===== src/rtl/iob2axi_wr_burst_ctrl.sv =====
// Splits one linear write transfer into AXI4 INCR bursts (<= MAX_BURST beats, no 4 KB crossing)
// and sequences them through the write engine, accumulating engine error status.
module iob2axi_wr_burst_ctrl #(
   parameter int ADDR_W    = 32,
   parameter int DATA_W    = 32,
   parameter int AXI_LEN_W = 8,
   parameter int MAX_BURST = 256,
   parameter int CNT_W     = 20
) (
   input  logic                 clk,
   input  logic                 rst,
   input  logic                 start,
   input  logic [ADDR_W-1:0]    base_addr,
   input  logic [CNT_W-1:0]     total_len,
   output logic                 busy,
   output logic                 done,
   output logic                 error,
   output logic                 eng_run,
   output logic [ADDR_W-1:0]    eng_addr,
   output logic [AXI_LEN_W-1:0] eng_length,
   input  logic                 eng_ready,
   input  logic                 eng_error
);

   localparam int BYTES  = DATA_W / 8;
   localparam int BSHIFT = $clog2(BYTES);
   localparam int BW     = CNT_W + 1;
   localparam int MW     = (BW > 14) ? BW : 14;

   typedef enum logic [2:0] {IDLE, CALC, ISSUE, WAIT_ACK, WAIT_DONE} state_t;

   state_t              state;
   logic [ADDR_W-1:0]   cur_addr;
   logic [CNT_W-1:0]    rem;
   logic [CNT_W-1:0]    beats;
   logic [12:0]         page_bytes;
   logic [MW-1:0]       page_left;
   logic [MW-1:0]       beats_w;
   logic [CNT_W-1:0]    rem_next;
   logic [ADDR_W-1:0]   addr_step;

   function automatic logic [MW-1:0] umin3(input logic [MW-1:0] a,
                                           input logic [MW-1:0] b,
                                           input logic [MW-1:0] c);
      logic [MW-1:0] m;
      m = (a < b) ? a : b;
      return (m < c) ? m : c;
   endfunction

   // Beats left before the next 4 KB page; never 0 because cur_addr is BYTES-aligned.
   always_comb begin
      page_bytes = 13'd4096 - {1'b0, cur_addr[11:0]};
      page_left  = MW'(page_bytes >> BSHIFT);
      beats_w    = umin3(MW'(rem), MW'(MAX_BURST), page_left);
      rem_next   = rem - beats;
      addr_step  = ADDR_W'(beats) << BSHIFT;
   end

   always_ff @(posedge clk or posedge rst) begin
      if (rst) begin
         state      <= IDLE;
         cur_addr   <= '0;
         rem        <= '0;
         beats      <= '0;
         busy       <= 1'b0;
         done       <= 1'b0;
         error      <= 1'b0;
         eng_run    <= 1'b0;
         eng_addr   <= '0;
         eng_length <= '0;
      end else begin
         done    <= 1'b0;
         eng_run <= 1'b0;
         case (state)
            IDLE: begin
               if (start) begin
                  error <= 1'b0;
                  if (total_len != '0) begin
                     cur_addr <= base_addr;
                     rem      <= total_len;
                     busy     <= 1'b1;
                     state    <= CALC;
                  end else begin
                     done <= 1'b1;
                  end
               end
            end
            CALC: begin
               beats      <= CNT_W'(beats_w);
               eng_addr   <= cur_addr;
               eng_length <= AXI_LEN_W'(beats_w - MW'(1));
               state      <= ISSUE;
            end
            ISSUE: begin
               if (eng_ready) begin
                  eng_run <= 1'b1;
                  state   <= WAIT_ACK;
               end
            end
            WAIT_ACK: begin
               if (!eng_ready) state <= WAIT_DONE;
            end
            WAIT_DONE: begin
               if (eng_ready) begin
                  error    <= error | eng_error;
                  cur_addr <= cur_addr + addr_step;
                  rem      <= rem_next;
                  if (rem_next == '0) begin
                     done  <= 1'b1;
                     busy  <= 1'b0;
                     state <= IDLE;
                  end else begin
                     state <= CALC;
                  end
               end
            end
            default: state <= IDLE;
         endcase
      end
   end

endmodule


===== config.mk =====
export PLATFORM = sky130hd
export DESIGN_NAME = iob2axi_wr_burst_ctrl
export DESIGN_NICKNAME = d
export VERILOG_FILES = /design/src/rtl/iob2axi_wr_burst_ctrl.sv
export SDC_FILE = /design/constraint.sdc
export NUM_CORES = 1
export LEC_CHECK = 0
export ABC_AREA = 1
export CORE_UTILIZATION = 57
export DETAILED_ROUTE_END_ITERATION = 12
export GPL_TIMING_DRIVEN = 0
export PLACE_DENSITY_LB_ADDON = 0.08
export SLEW_MARGIN = 20
export SYNTH_ARGS = -nofsm -noshare
export SYNTH_HDL_FRONTEND = slang
export SYNTH_SLANG_ARGS = --single-unit
export TNS_END_PERCENT = 50

===== constraint.sdc =====
create_clock -name clk -period 4.1 [get_ports clk]
set_input_delay 0.41 -clock clk [delete_from_list [all_inputs] [get_ports clk]]
set_output_delay 0.41 -clock clk [all_outputs]
set_load 0.01 [all_outputs]

Word-level counts from Yosys, hierarchy flattened
Index checks and enable logic that the tools add are counted.

storage, ports and cells
  register bits = 119
  input port bits = 57
  output and inout port bits = 44
  word-level logic and storage cells = 67

cells by class
  add/subtract/negate cells = 4
  order comparisons = 2
  equal/unequal tests = 10
  multiplexer cells = 32
  bitwise gates (word level) = 1
  reductions and logical operators = 8

operator list
  kind                      count
  $mux W20                  5
  $mux W32                  3
  $pmux W32 S2              1
  $pmux W20 S2              1
  $add A32 B22 Y32          1
  $logic_not A20 Y1         1
  $lt A20 B11 Y1            1
  $lt A20 B9 Y1 const B     1
  $reduce_bool A20 Y1       1
  $sub A20 B20 Y20          1
  $mux W3                   5
  $pmux W3 S5               1
  $mux W1                   13
  $sub A13 B12 Y13 const A  1
  $ne A2 B2 Y1 const B      6
  $reduce_and A5 Y1         2
  $sub A8 B1 Y8 const B     1
  $eq A3 B2 Y1 const B      2
  $pmux W1 S2               3
  $reduce_and A4 Y1         1
  $eq A3 B1 Y1 const B      1
  $eq A3 B3 Y1 const B      1
  $logic_not A3 Y1          1
  $reduce_and A3 Y1         1
  other kinds (2)           2

Longest topological paths before layout
  depth in word-level cells = 5
  gate-level depth with buffers = 26
  depth with buffers taken out = 25

Worst setup path before layout
OpenSTA, ideal clock, no wires.

  path type = register to register
  start = reg cur_addr[0]
  end = reg eng_length[6]
  setup time = 0.117 ns
  arrival time = 3.200 ns
  data required time = 3.983 ns
  setup slack = 0.782 ns
  stages on the path, launching flop included = 25
  path buffers = 1
  clock period less this slack = 3.318 ns
  path through = dfrtp_1 nor2_1 nand2_1 nor2_1 nand2_1 nor2_4 nand4_2 nor2_2 inv_1 o21ai_0 nand2_1 ha_1 a21o_1 a211oi_4 nand2_4 buf_8 nand2_2 nand2_4 ha_1 nand2_1 nor2_4 nand2_1 nand2_1 nand3_1 nand2_1

between the ends
  longest elaborated chain between the ends = 4

RTL lines
  element                   RTL line  RTL
  start: declaration        33        logic [ADDR_W-1:0] cur_addr;
  start signal: assignment  79        cur_addr <= base_addr;
  start signal: assignment  106       cur_addr <= cur_addr + addr_step;
  $sub A13 B12 Y13 (*)      52        page_bytes = 13'd4096 - {1'b0, cur_addr[11:0]};
  $lt A20 B11 Y1            47        return (m < c) ? m : c;
  $mux W20 (*)              47
  $sub A8 B1 Y8 (*)         91        eng_length <= AXI_LEN_W'(beats_w - MW'(1));
  end signal: assignment    91
  end: declaration          20        output logic [AXI_LEN_W-1:0] eng_length,

Every way passes the cells marked *; elsewhere a longest branch is shown, timed or not.
A chain may end at the register's enable or synchronous reset.

Worst setup path in the final report
Same ends and word-level chain as after synthesis.

==> results.txt <==
----------------------------------------------------
[Routing]
  Pre-Repair DR Iteration Count ... 6
  Post-route ant nets ... 0
  Per-cell routed wire length ... 18.1 um
  Final routed DRC violation total ... 0
  Sum of routed wire length over all layers ... roughly 27,000 um
  DRC marker count from the first detailed-route iteration ... 723
  Vias ... about 8.5k
  Number of vias per cell after detailed routing ... slightly below 6

[Worst setup path]
  Worst Setup End Kind ... flop
  Largest fanout on the critical path ... 10
  Buffers plus inverters on the worst setup path ... 3
  Path type of the worst setup path ... reg2reg
  Cell class contributing the biggest share of worst-path delay ... simple AND/OR/NAND/NOR gates
  Endpoint required time on the critical path ... about 4.4 ns
  Maximum cell stage delay along the critical path ... 0.37 ns
  Nature of the critical path startpoint ... flop
  Data arrival, critical path ... just over 4 ns
  Cell repeated most along the worst path ... sky130_fd_sc_hd__nand2_1
  Critical Path Slowest Stage Cell ... sky130_fd_sc_hd__dfrtp_1

[Final layout]
  Ratio of cells with drive above 1 in the final layout ... under 10%
  Fillers ... 1,173
  Area growth from synthesis to layout ... 22.4%
  ANT cells ... 0
  Final #Nets ... about 1.4k
  Post-route design area ... between 0.01 and 0.015 sq mm

[Logic synthesis]
  Post-synthesis async set-or-reset flop share ... 100%
  Commonest cells in the netlist ... 250 x sky130_fd_sc_hd__nand2_1, 154 x sky130_fd_sc_hd__inv_1, 130 x sky130_fd_sc_hd__o21ai_0, 119 x sky130_fd_sc_hd__dfrtp_1, 115 x sky130_fd_sc_hd__nor2_1
  Count leader, synth ... sky130_fd_sc_hd__nand2_1
  Most used flip-flop cell after synthesis ... sky130_fd_sc_hd__dfrtp_1
  Average size of a mapped cell ... 7.15 sq um
  Share of the synthesized area in the top cell type ... 36.1%
  Library cells used by synthesis ... 44
  Number of warnings issued by yosys ... 0
  Post-Synthesis Cells ... 1,153
  Synth Cell Area ... 0.00825 sq mm
  Proportion of synthesized chip area in sequential cells ... 36.1%
  Count of flip-flops with a built-in enable after synthesis ... 0
  Largest area contributor in the netlist ... sky130_fd_sc_hd__dfrtp_1
  Register bit total from synthesis ... ~120
  Synth area leaders ... sky130_fd_sc_hd__dfrtp_1 36%, sky130_fd_sc_hd__nand2_1 11%, sky130_fd_sc_hd__o21ai_0 7.9%

[Timing]
  Final Max Tran Viols ... 0
  Fmax ... 265 MHz
  Worst-margin pin slew ... a little over 1 ns
  Total count of hold-check failures in the final report ... 0
  Worst Skew ... 0.0114 ns
  Final setup margin ... 0.321 ns
  Worst slack on hold paths ... 0.410 ns
  Headroom to the max-slew limit ... 32.2%
  Final worst-path cycle share ... 92.2%
  Setup violation total in the final timing report ... 0
  Final total negative setup slack ... 0 ns
  Post-layout minimum cycle time ... 3.78 ns

[Placed design]
  Routability Congestion ... 0.971
  HPWL after detailed placement ... between 20,000 and 25,000 um
  Pre-CTS setup slack ... 0.294 ns
  Post-detailed-placement cell area ... 0.00951 sq mm
  Number of I/O port buffers ... 100

[Power]
  Worst-case vdd ir drop ... approximately 0.55 mV
  Net switching share of the total power ... about half
  Net load switching power ... roughly 4.3 mW
  Power per Cell Area ... 849 mW/mm^2
  Part of the total power dissipated in the clock network ... 16.7%
  Register share of total power ... about a quarter
  Portion of total power attributed to combinational logic ... 59.2%
  Overall power consumption ... 8.57 mW
  Internal power ... 4.32 mW
  LEAKAGE ... a little under 5 nW

[Clocking]
  H-tree depth ... 4
  Maximum count of clock buffers along a single path ... 2
  Clock-pin transition on the worst setup and hold timing paths ... 0.06 ns
  Clock latency on the worst-skew pair ... 0.42 ns
  Hold buffers post-CTS ... 0
  Cell at the root of the clock tree ... sky130_fd_sc_hd__clkbuf_16
  Number of buffers created by CTS ... 17
  Clock tree from TritonCTS ... built
  Clock tree sinks ... 119

[Floorplanning]
  IO Count ... 101
  Die area ... 0.0150 sq mm
  Number of rows created at floorplan ... 43
  Vert. Die Dim ... around 120 um
  Initial Utilization ... 58.9%
  CORE AREA ... 0.0140 sq mm
  Die W ... 122 um

[Run status]
  Run status ... completed

[Global route]
  Pin count of the biggest net entering global routing ... 67
  Number of antenna violations at the first check in global routing ... 0
  Wire length of the first global-routing pass ... between 40,000 and 50,000 um
  Sum of overflow across all layers after global routing ... 0
  Global-route total usage across every layer ... approximately 37%
  Number of global-route vias before repair ... approximately 8.0k

[Flow run]
  Max Cap Violations ... 0

[Min path]
  Hold Crit Class ... in2async

----------------------------------------------------
[per-stage QoR]
step / util [%] / std cells
6_report: 72.2 / 1470
5_1_grt: 72.2 / 1470
4_1_cts: 72.0 / 1467
3_5_place_dp: 68.0 / 1435
3_3_place_gp: 67.7 / 1434
2_1_floorplan: - / 1154
[layout by cell type (no fill, tap or decap), drive strengths merged, types with 2 or more instances in the layout]
cell type,instances
a22oi,2
o22ai,17
o21ai,144
o211ai,19
nand2,263
nor2,121
clkinvlp,5
conb,2
a21o,2
buf,10
clkbuf,48
ha,50
dfrtp,119
o21bai,7
nor4,6
clkinv,5
fa,2
a2bb2oi,2
clkdlybuf4s50,100
nor3,10
nand3b,6
nand3,54
inv,158
or2,2
o21a,2
nand4,18
xor2,22
a31oi,5
a21oi,76
xnor2,6
[layout make-up]
type	instances	area, sq um	share of cell area (%)
well taps	180	225	2.23
inverters	158	598	5.93
clock buffers	21	460	4.56
plain buffers	33	139	1.38
flip-flops and latches	119	2980	29.5
repair buffers	104	1050	10.4
multi-input cells	844	4540	45.0
clock inverters	11	100	0.992
[repair_timing]
item                       CTS  global route
gates resized for setup      0             1
setup endpoints to repair    0             2
setup buffers                0             3
[sequential cells by signal (all words and copies together), names as in the netlist, 3 cells and up]
| signal | count |
|---|---|
| beats | 20 |
| rem | 20 |
| cur_addr | 32 |
| eng_addr | 32 |
| eng_length | 8 |
| state | 3 |
[routing by layer]
metal,part of all wire (%),track usage (%),up-vias
li1,-,-,4062
met1,43,47.7,4004
met2,46,58.3,346
met3,7.8,9.53,63
met4,3.3,15.2,0
met5,0,0,-
[logic make-up (layout without fill, tap and decap cells)]
family	Yosys count	count (layout)	synth area share, %
other	1	2	0.0455
buffers and inverters	191	327	8.88
AOI/OAI and AO/OA	279	279	18.6
xor gates and xnor gates	28	28	2.97
and+or+nand+nor	482	482	25.2
adders and majority gates	52	52	8.07
DFF	119	119	36.1
muxes	1	1	0.137
[power by group through the flow]
| stage | logic (mW) | clock network [mW] | registers, mW |
|---|---|---|---|
| 2_1_floorplan | 3.27 | 0 | 2.05 |
| 3_3_place_gp | 4.81 | 0 | 2.04 |
| 3_5_place_dp | 4.90 | 0 | 2.06 |
| 4_1_cts | 4.95 | 1.44 | 2.05 |
| 5_1_grt | 5.61 | 1.49 | 2.10 |
| 6_report | 5.07 | 1.44 | 2.06 |
[final timing paths]
| kind | cells after the start | endpoint | slack (ns) | start |
|---|---|---|---|---|
| min in group clk | 2 | busy | 0.48 | busy |
| worst min register to register | 2 | busy | 0.48 | busy |
| worst min-delay path | 2 | eng_length[2] | 0.41 | rst |
| worst max-delay path | 25 | eng_length[6] | 0.32 | cur_addr[0] |
| max in group asynchronous | 3 | cur_addr[21] | 2.98 | rst |
| worst max register to register | 25 | eng_length[6] | 0.32 | cur_addr[0] |
[worst register-to-register path: cells and delay by family (launching register included)]
family	cells	cell delay (ns)
adders and majority gates	2	0.50
AOI/OAI and AO/OA	3	0.55
DFF	1	0.37
and+or+nand+nor	17	1.81
buffers and inverters	3	0.42
Note: power is estimated with default switching activity, not from simulation.
